$ cat config.mk
export PLATFORM = sky130hd
export DESIGN_NAME = sr64_seq_ctrl
export DESIGN_NICKNAME = d
export VERILOG_FILES = /design/src/rtl/sr64_seq_ctrl.sv
export SDC_FILE = /design/constraint.sdc
export NUM_CORES = 1
export LEC_CHECK = 0
export ABC_CLOCK_PERIOD_IN_PS = 1700
export CAP_MARGIN = 20
export CORE_MARGIN = 3
export CORE_UTILIZATION = 32
export CTS_BUF_LIST = sky130_fd_sc_hd__clkbuf_4 sky130_fd_sc_hd__clkbuf_8
export DETAILED_ROUTE_END_ITERATION = 7
export GPL_TIMING_DRIVEN = 1
export PLACE_DENSITY = 0.79
export SKIP_CTS_REPAIR_TIMING = 1
export SLEW_MARGIN = 20
export SYNTH_ARGS = -nofsm -noshare
export SYNTH_HDL_FRONTEND = slang
export SYNTH_SLANG_ARGS = --single-unit
$ cat constraint.sdc
create_clock -name clock -period 1.7 [get_ports clock]
set_input_delay 0.34 -clock clock [delete_from_list [all_inputs] [get_ports clock]]
set_output_delay 0.34 -clock clock [all_outputs]
set_load 0.005 [all_outputs]
$ cat src/rtl/sr64_seq_ctrl.sv
// -----------------------------------------------------------------------------
// sr64_seq_ctrl
//   Sequencer for one sr64 universal shift register. A request carries a word
//   and a shift length. The controller parallel-loads the word, issues the
//   requested number of right shifts with ser_in entering the top bit, and then
//   returns the register contents on a valid/ready response channel.
//
//   Build option:
//     SR64_CTRL_ABORT_EN  adds an 'abort' input. Asserting it while in LOAD or
//                         SHIFT suppresses that cycle's load/shift and returns
//                         the controller to IDLE without a response.
//
//   Ports:
//     clock        rising-edge clock
//     reset        asynchronous active-low reset
//     abort        (SR64_CTRL_ABORT_EN only) cancel current load/shift
//     req_valid    request present
//     req_ready    controller can accept a request (IDLE only)
//     req_data     word to parallel-load
//     req_len      number of shifts after the load (values > N clamp to N)
//     ser_in       serial bit forwarded to the register during shifts
//     rsp_valid    result available
//     rsp_ready    master accepts result
//     rsp_data     register contents after the last shift
//     busy         high in every state except IDLE
//     sr_par_in    to sr64 par_in (holds last latched word)
//     sr_load      to sr64 load
//     sr_mode      to sr64 mode (1 = shift right)
//     sr_serin     to sr64 serin
//     sr_data_out  from sr64 Data_out
// -----------------------------------------------------------------------------
module sr64_seq_ctrl #(
    parameter int N     = 64,
    parameter int CNT_W = 7
) (
    input  logic             clock,
    input  logic             reset,
`ifdef SR64_CTRL_ABORT_EN
    input  logic             abort,
`endif
    input  logic             req_valid,
    output logic             req_ready,
    input  logic [N-1:0]     req_data,
    input  logic [CNT_W-1:0] req_len,
    input  logic             ser_in,
    output logic             rsp_valid,
    input  logic             rsp_ready,
    output logic [N-1:0]     rsp_data,
    output logic             busy,
    output logic [N-1:0]     sr_par_in,
    output logic             sr_load,
    output logic             sr_mode,
    output logic             sr_serin,
    input  logic [N-1:0]     sr_data_out
);

    localparam logic [CNT_W-1:0] LEN_MAX = CNT_W'(N);
    localparam logic [CNT_W-1:0] CNT_ONE = CNT_W'(1);

    typedef enum logic [1:0] {
        ST_IDLE  = 2'd0,
        ST_LOAD  = 2'd1,
        ST_SHIFT = 2'd2,
        ST_RESP  = 2'd3
    } state_t;

    state_t           state_r;
    logic [CNT_W-1:0] cnt_r;
    logic [N-1:0]     par_r;
    logic             req_ready_r;
    logic             busy_r;
    logic             rsp_valid_r;
    logic             load_r;
    logic             mode_r;
    logic             abort_s;
    logic [CNT_W-1:0] len_clamped_s;

`ifdef SR64_CTRL_ABORT_EN
    assign abort_s = abort;
`else
    assign abort_s = 1'b0;
`endif

    // Clamp the requested length so a transaction never shifts more than N times.
    always_comb begin
        len_clamped_s = req_len;
        if (req_len > LEN_MAX) begin
            len_clamped_s = LEN_MAX;
        end else begin
            len_clamped_s = req_len;
        end
    end

    // Main sequencer: state, counter, latched word and registered strobes.
    always_ff @(posedge clock or negedge reset) begin
        if (!reset) begin
            state_r     <= ST_IDLE;
            cnt_r       <= {CNT_W{1'b0}};
            par_r       <= {N{1'b0}};
            req_ready_r <= 1'b1;
            busy_r      <= 1'b0;
            rsp_valid_r <= 1'b0;
            load_r      <= 1'b0;
            mode_r      <= 1'b0;
        end else begin
            case (state_r)
                ST_IDLE: begin
                    if (req_valid && req_ready_r) begin
                        state_r     <= ST_LOAD;
                        par_r       <= req_data;
                        cnt_r       <= len_clamped_s;
                        req_ready_r <= 1'b0;
                        busy_r      <= 1'b1;
                        load_r      <= 1'b1;
                    end else begin
                        req_ready_r <= 1'b1;
                        busy_r      <= 1'b0;
                        load_r      <= 1'b0;
                        mode_r      <= 1'b0;
                        rsp_valid_r <= 1'b0;
                    end
                end
                ST_LOAD: begin
                    load_r <= 1'b0;
                    if (abort_s) begin
                        state_r     <= ST_IDLE;
                        cnt_r       <= {CNT_W{1'b0}};
                        req_ready_r <= 1'b1;
                        busy_r      <= 1'b0;
                    end else if (cnt_r != {CNT_W{1'b0}}) begin
                        state_r <= ST_SHIFT;
                        mode_r  <= 1'b1;
                    end else begin
                        state_r     <= ST_RESP;
                        rsp_valid_r <= 1'b1;
                    end
                end
                ST_SHIFT: begin
                    // Counter holds the shifts still to issue, including this one.
                    if (abort_s) begin
                        state_r     <= ST_IDLE;
                        cnt_r       <= {CNT_W{1'b0}};
                        mode_r      <= 1'b0;
                        req_ready_r <= 1'b1;
                        busy_r      <= 1'b0;
                    end else if (cnt_r <= CNT_ONE) begin
                        state_r     <= ST_RESP;
                        cnt_r       <= {CNT_W{1'b0}};
                        mode_r      <= 1'b0;
                        rsp_valid_r <= 1'b1;
                    end else begin
                        cnt_r <= cnt_r - CNT_ONE;
                    end
                end
                ST_RESP: begin
                    if (rsp_ready) begin
                        state_r     <= ST_IDLE;
                        rsp_valid_r <= 1'b0;
                        req_ready_r <= 1'b1;
                        busy_r      <= 1'b0;
                    end else begin
                        rsp_valid_r <= 1'b1;
                    end
                end
                default: begin
                    state_r     <= ST_IDLE;
                    cnt_r       <= {CNT_W{1'b0}};
                    req_ready_r <= 1'b1;
                    busy_r      <= 1'b0;
                    rsp_valid_r <= 1'b0;
                    load_r      <= 1'b0;
                    mode_r      <= 1'b0;
                end
            endcase
        end
    end

    // The register holds in RESP, so its output can be presented directly.
    assign rsp_data  = rsp_valid_r ? sr_data_out : {N{1'b0}};
    assign rsp_valid = rsp_valid_r;
    assign req_ready = req_ready_r;
    assign busy      = busy_r;
    assign sr_par_in = par_r;
    // Abort must suppress the strobe in the very cycle it is raised.
    assign sr_load   = load_r & ~abort_s;
    assign sr_mode   = mode_r & ~abort_s;
    assign sr_serin  = mode_r & ser_in;

endmodule

-- Word-level counts from Yosys, hierarchy flattened
Cells that the tools add are included.
- flip-flop bits (word level): 78
- input bits: 140
- word-level logic and storage cells: 60
- add/subtract/negate cells: 1
- magnitude comparators: 2
- equal/unequal tests: 9
- muxes and demuxes: 25
- bitwise operators: 2
- reduce and logical (&&, ||, !) cells: 13
- operator list (kind ; count):
    64-bit two-way mux ; 1
    7-bit two-way mux ; 3
    7-bit case mux with 2 select lines ; 1
    2-bit != test, second input constant ; 6
    1-bit two-way mux ; 11
    2-bit case mux with 4 select lines ; 1
    7-bit greater-than comparator, second input constant ; 1
    7-bit by 1-bit <= comparator with 1-bit output, second input constant ; 1
    7-bit nonzero test ; 1
    7-bit by 1-bit subtractor with 7-bit output, second input constant ; 1
    2-bit two-way mux ; 3
    1-bit case mux with 2 select lines ; 3
    2-bit AND reduction ; 3
    3-bit AND reduction ; 2
    2-bit == test, second input constant ; 2
    1-bit case mux with 4 select lines ; 1
    4-bit AND reduction ; 1
    2-bit nonzero test ; 2
    1-bit case mux with 3 select lines ; 1
    3-bit nonzero test ; 1
    2-bit by 1-bit == test with 1-bit output, second input constant ; 1
    2-bit zero test ; 1
    2-bit OR reduction ; 1
    1-bit AND ; 1
    2 further kinds ; 2

-- Depth between registers and ports, before layout
- depth after elaboration: 4
- gate-level depth with buffers: 8
- depth with buffers taken out: 6

-- Least setup slack after synthesis
OpenSTA, ideal clock, no wires.
- path kind: flip-flop to flip-flop
- start point: register cnt_r[1]
- end point: register rsp_valid_r (netlist: rsp_valid)
- library setup time: 0.125 ns
- data arrival time: 1.719 ns
- slack: -0.143 ns
- cell stages (with the launch flop): 7
- period minus slack after synthesis: 1.843 ns
- cell sequence: dfrtp_1 inv_1 ha_1 o21ba_2 o41ai_4 nor3b_2 mux2_2
- cells in the longest elaborated chain, start to end: 3
- ends and longest elaborated chain (item ; RTL line ; text):
    start, declared ; 68 ; logic [CNT_W-1:0] cnt_r;
    start signal, assigned ; 98 ; cnt_r <= {CNT_W{1'b0}};
    start signal, assigned ; 111 ; cnt_r <= len_clamped_s;
    start signal, assigned ; 127 ; cnt_r <= {CNT_W{1'b0}};
    7-bit by 1-bit <= comparator with 1-bit output / 7-bit nonzero test (equally long branches) ; 146, 130 ;
    2-bit != test (no line) ; n/a ;
    3-bit AND reduction (no line) * ; n/a ;
    end signal, assigned ; 150 ; rsp_valid_r <= 1'b1;
    end signal, assigned ; 158 ; rsp_valid_r <= 1'b0;
    end signal, assigned ; 162 ; rsp_valid_r <= 1'b1;
    end, declared ; 72 ; logic rsp_valid_r;
Every way passes the cells marked *; elsewhere a longest branch is shown, timed or not.
A chain may end at the register's enable or synchronous reset.

-- Worst setup path in the final report
- start point: register rsp_valid_r (netlist: rsp_valid)
- end point: output rsp_data[45]
- cells in the longest elaborated chain, start to end: 1
- ends and longest elaborated chain (item ; RTL line ; text):
    start signal, assigned ; 102 ; rsp_valid_r <= 1'b0;
    start signal, assigned ; 120 ; rsp_valid_r <= 1'b0;
    start signal, assigned ; 135 ; rsp_valid_r <= 1'b1;
    64-bit two-way mux ; 179 ; assign rsp_data = rsp_valid_r ? sr_data_out : {N{1'b0}};
    end, declared ; 48 ; output logic [N-1:0] rsp_data,
No other way between the ends.

==> flow_metrics.py <==
metrics = {
    "status": {
        "status": "complete, but fails checks",
        "violations": "setup timing",
    },
    "placed_design": {
        "place_hpwl_um": 10400,
        "routabilityCongestion": 0.898,
        "io_buffers": 273,
    },
    "setup_path": {
        "required_ns": 1.36,
        "crit_chain": "buf_12 > and2_1 > clkdlybuf4s50_1",
        "start_kind": "flop",
        "cpMaxStageDelayCell": "clkdlybuf4s50_1",
        "path_max_fanout": 40,
        "crit_type": "reg2out",
        "worst_setup_path_end_kind": "output pin",
        "slowest_delay_ns": 0.50,
        "crit_arrival_ns": 1.60,
    },
    "power": {
        "vdd_drop_max_mv": 0.732,
        "power_density_mw_per_mm2": 1400,
        "p_leak_nw": 4.04,
    },
    "cells_and_area": {
        "multi_input_area_mm2": 0.00173,
        "antenna_cells": 0,
        "drive_gt1_share_pct": 9.67,
        "area_growth_pct": 95.0,
        "seqCellArea_mm2": 0.00195,
        "nets": 876,
        "final_util_pct": 65.5,
        "fill_cells": 891,
    },
    "yosys": {
        "synth_area_mm2": 0.00373,
        "ys_ff_latch": 78,
        "seq_area_frac_synth_pct": 52.3,
        "avgSynthCellArea_um2": 8.53,
        "syn_inst": 438,
        "ys_warn_count": 0,
        "synthTopCellsByArea": "dfrtp_1 (52%), nand2_1 (20%), and2_1 (11%), ha_1 (2.3%), clkbuf_1 (1.8%)",
        "yosysUniqueCellTypes": 42,
        "synth_top_area_cell": "dfrtp_1",
        "synth_top_area_share_pct": 51.6,
        "postSynthNetCount": 585,
    },
    "grt": {
        "grt_pass1_vias": 3972,
        "grt_overflow_total": 0,
        "antenna_found_initial": 0,
        "track_usage_pct": 19.4,
        "grt_max_degree": 41,
        "grt_pass1_wl_um": 20200,
    },
    "floorplan": {
        "core_mm2": 0.0111,
        "die_h_um": 114,
        "fp.dieW_um": 114,
        "io-pin-count": 274,
        "start_util_pct": 33.6,
        "die_area_mm2": 0.0130,
        "rows": 38,
    },
    "hold_path": {
        "hp-class": "in2async",
    },
    "run": {
        "drv_cap": 0,
    },
    "sta": {
        "max_freq_ghz": 0.515,
        "post-route-min-period_ns": 1.94,
        "rsz0062_at_grt": "yes",
        "tns_ns": -3.42,
        "layout_worst_path_cycle_share_pct": 114,
        "hold_viol_final": 0,
        "finClkSkew_ns": 0.0141,
        "slew_headroom_pct": 73.9,
        "holdWs_ns": 0.468,
        "setup_viol_count_final": 17,
        "worst_pin_slew_ns": 0.391,
        "slew_violations": 0,
        "setup_slack_ns": -0.241,
    },
    "clock_tree": {
        "clk_pin_slew_ns": 0.09,
        "cts-root-buf": "clkbuf_8",
        "cts_max_path_buffers": 2,
        "cts_tree": "built",
        "clock_latency_ns": 0.35,
        "numCtsBuffers": 9,
        "clock_sinks": 78,
        "htree_levels": 3,
    },
    "drt": {
        "post_drt_wl_per_cell_um": 15.3,
        "via_count": 4003,
        "ant_nets": 0,
        "vias_per_cell": 4.58,
        "detail_route.drc_violations": 0,
        "drtPass1Iterations": 5,
        "drt_wl_total_um": 13400,
        "drt_iter0_markers": 128,
    },
}
layer usage:
| metal | vias up | part of all wire, % | GRT usage (%) |
|---|---|---|---|
| met5 | - | 0 | 0 |
| met4 | 0 | 1.5 | 5.86 |
| met3 | 20 | 7.6 | 6.26 |
| met2 | 163 | 52 | 32.8 |
| met1 | 1868 | 39 | 23.5 |
| li1 | 1952 | - | - |
cell type report:
cell class,count,area share [%]
Timing Repair Buffer,303,43.3
Sequential cell,78,26.8
Multi-Input combinational cell,331,23.7
Tap cell,140,2.41
Clock buffer,10,1.89
Clock inverter,6,1.58
Inverter,6,0.309
layout by cell type, fill, tap and decap left out, drive strengths merged, types with 2 or more instances in the layout:
cell type / synthesis / final
a211oi: 2 / 2
a21oi: 6 / 6
a2bb2oi: 2 / 2
and2: 65 / 65
buf: 5 / 30
bufinv: 0 / 3
clkbuf: 18 / 10
clkdlybuf4s50: 0 / 219
dfrtp: 77 / 77
dlymetal6s2s: 0 / 53
ha: 7 / 7
inv: 6 / 8
mux2: 2 / 2
nand2: 198 / 198
nand2b: 2 / 2
nand3: 6 / 6
nor2: 10 / 10
nor3: 2 / 2
o21a: 2 / 2
o21ai: 5 / 5
path summary, 6_finish.rpt:
kind | from | end | slack (ns) | cells after the start
worst max-delay path | rsp_valid$_DFFE_PN0P_ | rsp_data[45] | -0.24 | 3
worst min register to register | sr_par_in[22]$_DFFE_PN0P_ | sr_par_in[22]$_DFFE_PN0P_ | 0.48 | 2
worst min-delay path | reset | cnt_r[0]$_DFFE_PN0P_ | 0.47 | 2
worst max register to register | cnt_r[5]$_DFFE_PN0P_ | rsp_valid$_DFFE_PN0P_ | -0.12 | 4
min in group clock | sr_par_in[22]$_DFFE_PN0P_ | sr_par_in[22]$_DFFE_PN0P_ | 0.48 | 2
max in group asynchronous | reset | sr_par_in[18]$_DFFE_PN0P_ | 0.68 | 3
cell usage after synthesis:
cell type	count
a211o_1	1
a211oi_1	2
a21boi_0	1
a21oi_1	6
a22oi_1	1
a2bb2oi_1	2
a311oi_1	1
a32oi_1	1
and2_1	65
and3_1	1
and4b_1	1
buf_1	3
buf_2	2
clkbuf_1	18
dfrtp_1	77
dfstp_2	1
ha_1	7
inv_1	6
mux2_2	2
mux2i_1	1
nand2_1	198
nand2b_1	2
nand3_1	5
nand3_2	1
nand4_1	1
nor2_1	10
nor2b_1	1
nor3_1	2
nor3b_2	1
nor4b_2	1
o2111ai_1	1
o211ai_1	1
o21a_1	2
o21ai_0	5
o21ba_2	1
o22ai_1	1
o311ai_0	1
o32a_1	1
o32ai_1	1
o41ai_4	1
or2_2	1
or3_4	1
critical path, delay by kind of cell (launching register included):
family / cells / cell delay, ns
DFF: 1 / 0.42
and+or+nand+nor: 1 / 0.15
buffers and inverters: 2 / 0.68
stage by stage:
stage	power [mW]	worst slack, ns	instances	instance area (µm²)
floorplan	5.11	-0.143	438	3740
global placement	8.23	-0.120	855	6810
detailed placement	8.42	-0.136	855	6810
CTS	10.2	-0.363	871	7060
global route	10.9	-0.330	874	7280
finish	10.2	-0.241	874	7280
flip-flops by register name, summed over array words and instances, names as in the netlist:
register   flops
sr_par_in     64
cnt_r          7
state_r        2
busy           1
req_ready      1
rsp_valid      1
sr_load        1
sr_mode        1
report_power, final:
part / total, mW / switching, mW / internal, mW / leakage, nW
clock: 1.73 / 0.703 / 1.03 / 0.124
sequential: 2.91 / 0.401 / 2.51 / 1.01
combinational: 5.55 / 2.31 / 3.24 / 2.90
total: 10.2 / 3.41 / 6.78 / 4.04
logic make-up (layout without fill, tap and decap cells):
kind of cell	count (synthesis)	in the layout	synth area share [%]
simple gates	291	291	35.3
flops	78	78	52.3
compound gates	30	30	6.20
buf+inv	29	325	2.98
fa+ha+maj	7	7	2.34
mux	3	3	0.871
(Power assumes the default switching activity.)
